--- src/rtl/ldpc_pkg.sv ---
// Shared LDPC decoder definitions: default message widths and check-node
// controller state encoding, common to the check and variable node units.
package ldpc_pkg;

    localparam int data_w_def = 8;
    localparam int ext_w_def  = 3;
    localparam int sum_w_def  = data_w_def + ext_w_def;

    typedef enum logic [0:0] {
        COLLECT = 1'b0,
        EMIT    = 1'b1
    } cn_state_e;

    // Width of a counter that indexes n items; never narrower than one bit.
    function automatic int idx_w(input int n);
        return (n > 1) ? $clog2(n) : 1;
    endfunction

endpackage

--- src/rtl/cnu_if.sv ---
// Message streams of a check node: variable-to-check messages in,
// check-to-variable messages out.
interface cnu_if #(
    parameter int data_w = ldpc_pkg::data_w_def,
    parameter int ext_w  = ldpc_pkg::ext_w_def
);
    localparam int sum_w = data_w + ext_w;

    // Both streams: a word moves on a rising edge where valid and ready are
    // both high; valid never waits on ready, and the payload holds while
    // valid is high and ready is low.
    logic              in_valid;
    logic              in_ready;
    logic [sum_w-1:0]  in_q;
    logic              out_valid;
    logic              out_ready;
    logic [data_w-1:0] out_r;
    logic              out_last;
    logic              par;

    modport master (
        output in_valid, in_q, out_ready,
        input  in_ready, out_valid, out_r, out_last, par
    );

    modport slave (
        input  in_valid, in_q, out_ready,
        output in_ready, out_valid, out_r, out_last, par
    );

endinterface

--- src/rtl/mag_sat.sv ---
// Saturated absolute value of a two's complement message, clipped to the
// largest magnitude an outgoing message can carry.
module mag_sat #(
    parameter int sum_w  = ldpc_pkg::sum_w_def,
    parameter int data_w = ldpc_pkg::data_w_def
) (
    input  logic [sum_w-1:0]  q,
    output logic [data_w-2:0] mag
);
    localparam logic [sum_w-1:0] lim = {{(sum_w - data_w + 1){1'b0}}, {(data_w - 1){1'b1}}};

    logic [sum_w-1:0] a;

    // The most negative input negates to itself, which read unsigned is
    // 2^(sum_w-1) and therefore clips like any other large magnitude.
    assign a   = q[sum_w-1] ? (~q + 1'b1) : q;
    assign mag = (a > lim) ? lim[data_w-2:0] : a[data_w-2:0];

endmodule

--- src/rtl/cnu.sv ---
// Offset-min-sum check node: collects DC messages tracking the two smallest
// magnitudes and the sign parity, then emits one extrinsic message per input.
module cnu
    import ldpc_pkg::*;
#(
    parameter int                data_w = data_w_def,
    parameter int                ext_w  = ext_w_def,
    parameter int                DC     = 6,
    parameter logic [data_w-2:0] OFFSET = '0
) (
    input  logic      clk,
    input  logic      rst,
    cnu_if.slave      bus,
    output cn_state_e dbg_state
);
    localparam int sum_w = data_w + ext_w;
    localparam int kw    = idx_w(DC);
    localparam int mag_w = data_w - 1;

    localparam logic [mag_w-1:0] mag_max = '1;
    localparam logic [kw-1:0]    k_last  = kw'(DC - 1);

    cn_state_e        state, state_n;
    logic [kw-1:0]    k, k_n;
    logic [kw-1:0]    idx, idx_n;
    logic [mag_w-1:0] min1, min1_n;
    logic [mag_w-1:0] min2, min2_n;
    logic [DC-1:0]    signs, signs_n;

    logic [mag_w-1:0] mag;
    logic [mag_w-1:0] m;
    logic [mag_w-1:0] m_off;
    logic             parity;
    logic             out_sign;

    mag_sat #(
        .sum_w  (sum_w),
        .data_w (data_w)
    ) u_mag_sat (
        .q   (bus.in_q),
        .mag (mag)
    );

    assign parity    = ^signs;
    assign dbg_state = state;

    always_ff @(posedge clk) begin
        if (rst) begin
            state <= COLLECT;
            k     <= '0;
            idx   <= '0;
            min1  <= mag_max;
            min2  <= mag_max;
            signs <= '0;
        end else begin
            state <= state_n;
            k     <= k_n;
            idx   <= idx_n;
            min1  <= min1_n;
            min2  <= min2_n;
            signs <= signs_n;
        end
    end

    always_comb begin
        state_n       = state;
        k_n           = k;
        idx_n         = idx;
        min1_n        = min1;
        min2_n        = min2;
        signs_n       = signs;
        bus.in_ready  = 1'b0;
        bus.out_valid = 1'b0;
        bus.out_r     = '0;
        bus.out_last  = 1'b0;
        bus.par       = 1'b0;

        // Extrinsic magnitude: the position holding the minimum sees the
        // runner-up, every other position sees the minimum.
        m        = (k == idx) ? min2 : min1;
        m_off    = (m > OFFSET) ? (m - OFFSET) : '0;
        out_sign = parity ^ signs[k];

        case (state)
            COLLECT: begin
                bus.in_ready = !rst;
                if (bus.in_valid && !rst) begin
                    signs_n[k] = bus.in_q[sum_w-1];
                    // Strict compares keep the earliest index on ties.
                    if (mag < min1) begin
                        min2_n = min1;
                        min1_n = mag;
                        idx_n  = k;
                    end else if (mag < min2) begin
                        min2_n = mag;
                    end
                    if (k == k_last) begin
                        k_n     = '0;
                        state_n = EMIT;
                    end else begin
                        k_n = k + kw'(1);
                    end
                end
            end
            EMIT: begin
                bus.out_valid = !rst;
                bus.out_r     = out_sign ? -{1'b0, m_off} : {1'b0, m_off};
                bus.out_last  = (k == k_last);
                bus.par       = parity;
                if (bus.out_ready && !rst) begin
                    if (k == k_last) begin
                        state_n = COLLECT;
                        k_n     = '0;
                        idx_n   = '0;
                        min1_n  = mag_max;
                        min2_n  = mag_max;
                        signs_n = '0;
                    end else begin
                        k_n = k + kw'(1);
                    end
                end
            end
            default: begin
                state_n = COLLECT;
            end
        endcase
    end

endmodule

--- src/flat_wrapper.sv ---
// flat-port wrapper written by rule: the top's interface ports become plain ports
module cnu_flat import ldpc_pkg::*;
#(
    parameter int                data_w = data_w_def,
    parameter int                ext_w  = ext_w_def,
    parameter int                DC     = 6,
    parameter logic [data_w-2:0] OFFSET = '0
)
  (clk, rst, dbg_state, bus_in_valid, bus_in_q, bus_out_ready, bus_in_ready, bus_out_valid, bus_out_r, bus_out_last, bus_par);
  cnu_if #(.data_w(data_w), .ext_w(ext_w)) bus_i ();
  input  logic clk;
  input  logic rst;
  output cn_state_e dbg_state;
  input wire logic [$bits(bus_i.in_valid)-1:0] bus_in_valid;
  input wire logic [$bits(bus_i.in_q)-1:0] bus_in_q;
  input wire logic [$bits(bus_i.out_ready)-1:0] bus_out_ready;
  output wire logic [$bits(bus_i.in_ready)-1:0] bus_in_ready;
  output wire logic [$bits(bus_i.out_valid)-1:0] bus_out_valid;
  output wire logic [$bits(bus_i.out_r)-1:0] bus_out_r;
  output wire logic [$bits(bus_i.out_last)-1:0] bus_out_last;
  output wire logic [$bits(bus_i.par)-1:0] bus_par;
  assign bus_i.in_valid = bus_in_valid;
  assign bus_i.in_q = bus_in_q;
  assign bus_i.out_ready = bus_out_ready;
  assign bus_in_ready = bus_i.in_ready;
  assign bus_out_valid = bus_i.out_valid;
  assign bus_out_r = bus_i.out_r;
  assign bus_out_last = bus_i.out_last;
  assign bus_par = bus_i.par;
  cnu #(.data_w(data_w), .ext_w(ext_w), .DC(DC), .OFFSET(OFFSET)) u_core (.clk(clk), .rst(rst), .bus(bus_i), .dbg_state(dbg_state));
endmodule
--- config.mk ---
export PLATFORM = sky130hd
export DESIGN_NAME = cnu_flat
export DESIGN_NICKNAME = d
export VERILOG_FILES = /design/src/rtl/ldpc_pkg.sv /design/src/rtl/cnu_if.sv /design/src/rtl/mag_sat.sv /design/src/rtl/cnu.sv /design/src/flat_wrapper.sv
export SDC_FILE = /design/constraint.sdc
export NUM_CORES = 1
export LEC_CHECK = 0
export BUFFER_PORTS_ARGS = -buffer_cell sky130_fd_sc_hd__buf_2
export CAP_MARGIN = 20
export CORE_AREA = 2 2 68 70
export CTS_CLUSTER_SIZE = 40
export DETAILED_ROUTE_END_ITERATION = 10
export DIE_AREA = 0 0 70 72
export PLACE_DENSITY = 0.74
export SYNTH_ARGS = -nofsm -noshare
export SYNTH_HDL_FRONTEND = slang
export SYNTH_SLANG_ARGS = --single-unit
--- constraint.sdc ---
create_clock -name clk -period 6.6 [get_ports clk]
set_input_delay 1.32 -clock clk [delete_from_list [all_inputs] [get_ports clk]]
set_output_delay 1.32 -clock clk [all_outputs]
set_load 0.005 [all_outputs]
## Word-level counts from Yosys, hierarchy flattened

Index checks and enable logic that the tools add are counted.

| word-level totals | value |
|---|---|
| output and inout port bits | 13 |
| register bits | 27 |
| logic and storage cells | 76 |

| cells by class | value |
|---|---|
| add/sub/neg operators | 3 |
| reductions and logical operators | 9 |
| bitwise operators | 3 |
| $lt $le $gt $ge | 6 |
| equal/unequal tests | 7 |
| multiplexer cells | 42 |

Operators by type and width:

| kind | count |
|---|---|
| 7-bit 2-to-1 mux | 10 |
| 7-bit case mux with 2 select lines | 2 |
| 3-bit 2-to-1 mux | 7 |
| 6-bit 2-to-1 mux | 3 |
| 8-bit 2-to-1 mux | 2 |
| 7-bit < comparator | 2 |
| 3-bit case mux with 2 select lines | 2 |
| 6-bit case mux with 2 select lines | 1 |
| 11-bit by 1-bit adder with 11-bit output (second input constant) | 1 |
| 11-bit by 7-bit > comparator with 1-bit output (second input constant) | 1 |
| 11-bit 2-to-1 mux | 1 |
| 11-bit inverter | 1 |
| 1-bit 2-to-1 mux | 10 |
| 7-bit negation with 8-bit output | 1 |
| 4-bit AND reduction | 2 |
| 7-bit by 1-bit > comparator with 1-bit output (second input constant) | 1 |
| 6-bit bitwise mux | 1 |
| 6-bit parity | 1 |
| 3-bit by 4-bit < comparator with 1-bit output (second input constant) | 1 |
| 2-bit by 1-bit inequality test with 1-bit output (second input constant) | 2 |
| 2-bit inequality test (second input constant) | 2 |
| 3-bit by 1-bit adder with 3-bit output (second input constant) | 1 |
| 1-bit binary-select mux with 3-bit select | 1 |
| 1-bit demux with 3-bit select | 1 |
| 11 further kinds | 13 |

## Depth between registers and ports, before layout

| depth | value |
|---|---|
| depth in word-level cells | 10 |
| mapped depth | 15 |

## By module

From an unflattened synthesis, not the netlist that was laid out.

| second synthesis, totals | value |
|---|---|
| cells, all modules | 279 |
| area total of the unflattened synthesis | 2275.9 um^2 |

Modules (own cells, without submodules):

| module | instances | area an instance (um^2) | cells an instance |
|---|---|---|---|
| cnu | 1 | 2020.7 | 243 |
| mag_sat | 1 | 255.2 | 36 |

## Worst setup path before layout

OpenSTA, ideal clock, no wires.

| timing path | value |
|---|---|
| path type | input port to flip-flop |
| start point | input port bus_in_q[0] |
| end point | register u_core.min1[0] |
| stages | 15 |
| data required time | 6.528 ns |
| library setup time | 0.072 ns |
| slack | 2.321 ns |
| arrival time | 4.208 ns |
| path through | inv_1 ha_1 or3b_2 o2111a_1 o311a_1 buf_6 nand2_1 ha_1 a21oi_1 o21ai_0 or2_2 a21boi_4 a21oi_2 buf_6 mux2i_1 |

| on the way | value |
|---|---|
| cells in the longest elaborated chain, start to end | 8 |

Ends and longest elaborated chain:

| item | RTL line | source |
|---|---|---|
| start, declared | flat_wrapper.sv:15 | `input wire logic [$bits(bus_i.in_q)-1:0] bus_in_q;` |
| 11-bit inverter | mag_sat.sv:16 | `assign a = q[sum_w-1] ? (~q + 1'b1) : q;` |
| 11-bit by 1-bit adder with 11-bit output | mag_sat.sv:16 |  |
| 11-bit 2-to-1 mux * | mag_sat.sv:16 |  |
| 11-bit by 7-bit > comparator with 1-bit output | mag_sat.sv:17 | `assign mag = (a > lim) ? lim[data_w-2:0] : a[data_w-2:0];` |
| 7-bit 2-to-1 mux * | mag_sat.sv:17 |  |
| 7-bit < comparator or 7-bit 2-to-1 mux (tied branches) | cnu.sv:90 | `if (mag < min1) begin` |
| 2-bit by 1-bit inequality test with 1-bit output (no line) or 7-bit 2-to-1 mux (tied branches) | -- |  |
| 4-bit AND reduction (no line) or 7-bit case mux with 2 select lines (tied branches) | -- |  |
| end signal, assigned | cnu.sv:52 | `min1 <= mag_max;` |
| end signal, assigned | cnu.sv:59 | `min1 <= min1_n;` |
| end, declared | cnu.sv:26 | `logic [mag_w-1:0] min1, min1_n;` |

Every way passes the cells marked *; elsewhere a longest branch is shown, timed or not. The select of a mux whose other input is x is not followed.
A chain may end at the register's enable or synchronous reset.

## Worst setup path after layout

| timing path | value |
|---|---|
| start point | input port bus_in_q[0] |
| end point | register u_core.min1[2] |

Same word-level chain as after synthesis.

==> impl_metrics.json <==
{
  "cts_max_level": 1,
  "ant_nets": 0,
  "setup_tns_ns": 0,
  "root_buffer": "clkbuf_8",
  "fin_cells": 368,
  "diodes": 0,
  "syn_nets": 328,
  "reg2reg_depth": 8,
  "r2r_setup_slack_ns": 4.00,
  "core_area_sq_um": 4260,
  "synth.most_common_cell": "nor2_1",
  "cts_tree": "built",
  "hold_buffers": 0,
  "cp-end-kind": "flop",
  "yosys-top-cells-area": "dfxtp_1 (24%), ha_1 (8.3%), a21oi_1 (6.6%)",
  "peakVddDrop_mv": 0.188,
  "grt_max_degree": 23,
  "nNetsFinal": 347,
  "worstSkewPairLatency_ns": 0.27,
  "antenna_found_initial": 0,
  "num_rows": 24,
  "gp_congestion": 0.974,
  "ios": 28,
  "drtIter0Drc": 135,
  "min_from": "u_core.idx[1]",
  "drt_first_pass_iters": 5,
  "yosysTopAreaCell": "dfxtp_1",
  "leakage_nw": 1.04,
  "gr-total-overflow": 0,
  "num_vias": 2151,
  "wire_per_inst_um": 14.4,
  "die_h_um": 72,
  "max_freq_ghz": 0.202,
  "power_density_nw_per_um2": 153,
  "cap_violations": 0,
  "grt_pass1_vias": 1989,
  "grt_pass1_wl_um": 9290,
  "run_status": "finished clean",
  "cts_made_buffers": 3,
  "worstPathArrival_ns": 5.15,
  "finalSetupViolations": 0,
  "syn_avg_cell_area_sq_um": 7.62,
  "synthCells": 298,
  "synth_ff_type": "dfxtp_1",
  "die_w_um": 70,
  "post-cts-setup-buffers": 0,
  "startpoint_type": "input port",
  "wl_um": 5320,
  "drv_slew": 0,
  "worst_pin_slew_ns": 0.831,
  "hold_viol_final": 0,
  "period_needed_ns": 4.95,
  "portBuffers": 27,
  "worstSetupPathType": "input port to flop",
  "rsz0062_at_grt": "false",
  "synth_edf_count": 0,
  "synth_common_cells": "nor2_1 (38), a21oi_1 (30), inv_1 (28)",
  "hp-class": "flop to flop",
  "crit_required_ns": 6.80,
  "r2r-end": "u_core.min1[2]",
  "placed_cells": 364,
  "area_delta_synth_final_pct": 7.94,
  "numClockSinks": 27,
  "drive_above_1_share_pct": 15.2,
  "ctsResizeCount": 0,
  "path_max_fanout": 10,
  "utilization_pct": 57.5,
  "skew_ns": 0.00384,
  "yosysSeqAreaShare_pct": 23.8,
  "dp_hpwl_um": 4120,
  "die_area_sq_um": 5040,
  "clock_path_buffers": 2,
  "ys_ff_latch": 27,
  "yosysWarnings": 0,
  "netlist-cell-type-count": 49,
  "hold_end": "u_core.idx[1]",
  "via_per_inst": 5.85,
  "clkTransAtPathRegs_ns": 0.09,
  "whs_path_depth": 2,
  "grtUsageTotal_pct": 22.0,
  "async_flop_share_pct": 0,
  "synth_area_sq_um": 2270,
  "r2r-start": "u_core.min1[4]",
  "fin_crit_sh_pct": 75.0,
  "synth_top_area_share_pct": 23.8,
  "remaining_drc_errors": 0,
  "slew-limit-headroom_pct": 44.4,
  "start_util_pct": 53.2
}
## layout make-up
| cell class | count | area, sq um |
|---|---|---|
| clock buffers | 4 | 45.0 |
| fillers | 426 | 1810 |
| inverters | 28 | 105 |
| multi-input cells | 230 | 1560 |
| flip-flops and latches | 27 | 541 |
| well taps | 52 | 65.1 |
| repair buffers | 27 | 135 |
## registers in the layout, summed over array words and instances (netlist names)
name / flops
u_core.min1: 7
u_core.min2: 7
u_core.idx: 3
u_core.dbg_state: 1
u_core.signs: 6
u_core.k: 3
## worst max-delay path, stage by stage
cell and delay [ns]:
buf_2 0.12, inv_1 0.09, ha_1 0.19, or3b_2 0.46
nor4b_1 0.31, o311a_1 0.48, nand2_1 0.17, ha_1 0.33
a21oi_1 0.16, o21ai_0 0.16, or2_2 0.36, a21boi_4 0.18
a21oi_2 0.54, mux2i_1 0.27
## routing by layer
layer / routed length (um) / up-vias / track usage [%]
met5: 0 / - / 0
met2: 2320 / 70 / 36.6
met3: 234 / 6 / 1.94
met4: 69 / 0 / 4.06
li1: - / 1085 / -
met1: 2690 / 990 / 31.7
## cells by family (layout without fill, tap and decap cells)
family                   Yosys count  in the layout  share of synthesized area (%)
adder cells (fa/ha/maj)           15             15                           8.27
buffers and inverters             41             59                           7.50
AO/OA/AOI/OAI                     80             80                           24.0
AND/OR/NAND/NOR                  102            102                           21.6
flip-flops                        27             27                           23.8
multiplexers                      15             15                           7.28
XOR/XNOR                          18             18                           7.55
## where the power goes
group | total (mW) | switching (mW) | leakage, nW | internal [mW]
clock | 0.0947 | 0.0514 | 0.0228 | 0.0433
sequential | 0.171 | 0.00554 | 0.219 | 0.166
combinational | 0.109 | 0.0648 | 0.795 | 0.0446
## how the worst max path moves through the flow
stage / from / end / depth (start not counted)
finish: bus_in_q[0] / u_core.min1[2] / 14
detailed placement: bus_in_q[0] / u_core.min1[3] / 14
global route: bus_in_q[0] / u_core.min1[2] / 14
floorplan: bus_in_q[0] / u_core.min1[0] / 15
global placement: bus_in_q[0] / u_core.min1[5] / 14
CTS: bus_in_q[0] / u_core.min1[2] / 14
## through the flow
| step | hold WS, ns | power, mW | worst slack, ns | instance area (sq um) |
|---|---|---|---|---|
| 2_1_floorplan | 0.443 | 0.261 | 2.32 | 2270 |
| 3_3_place_gp | 0.453 | 0.282 | 1.57 | 2400 |
| 3_5_place_dp | 0.458 | 0.284 | 1.47 | 2400 |
| 4_1_cts | 0.471 | 0.376 | 1.70 | 2450 |
| 5_1_grt | 0.509 | 0.397 | 1.41 | 2450 |
| 6_report | 0.470 | 0.375 | 1.65 | 2450 |
## cell usage in the layout, fill, tap and decap left out, types with 9 or more instances in the layout
master / n
nor2_1: 38
a21oi_1: 30
inv_1: 28
buf_2: 27
dfxtp_1: 27
nand2_1: 24
xnor2_1: 16
ha_1: 15
o21ai_0: 14
mux2i_1: 12
nand3_1: 9
No activity file was read; power rests on OpenSTA's default activity.
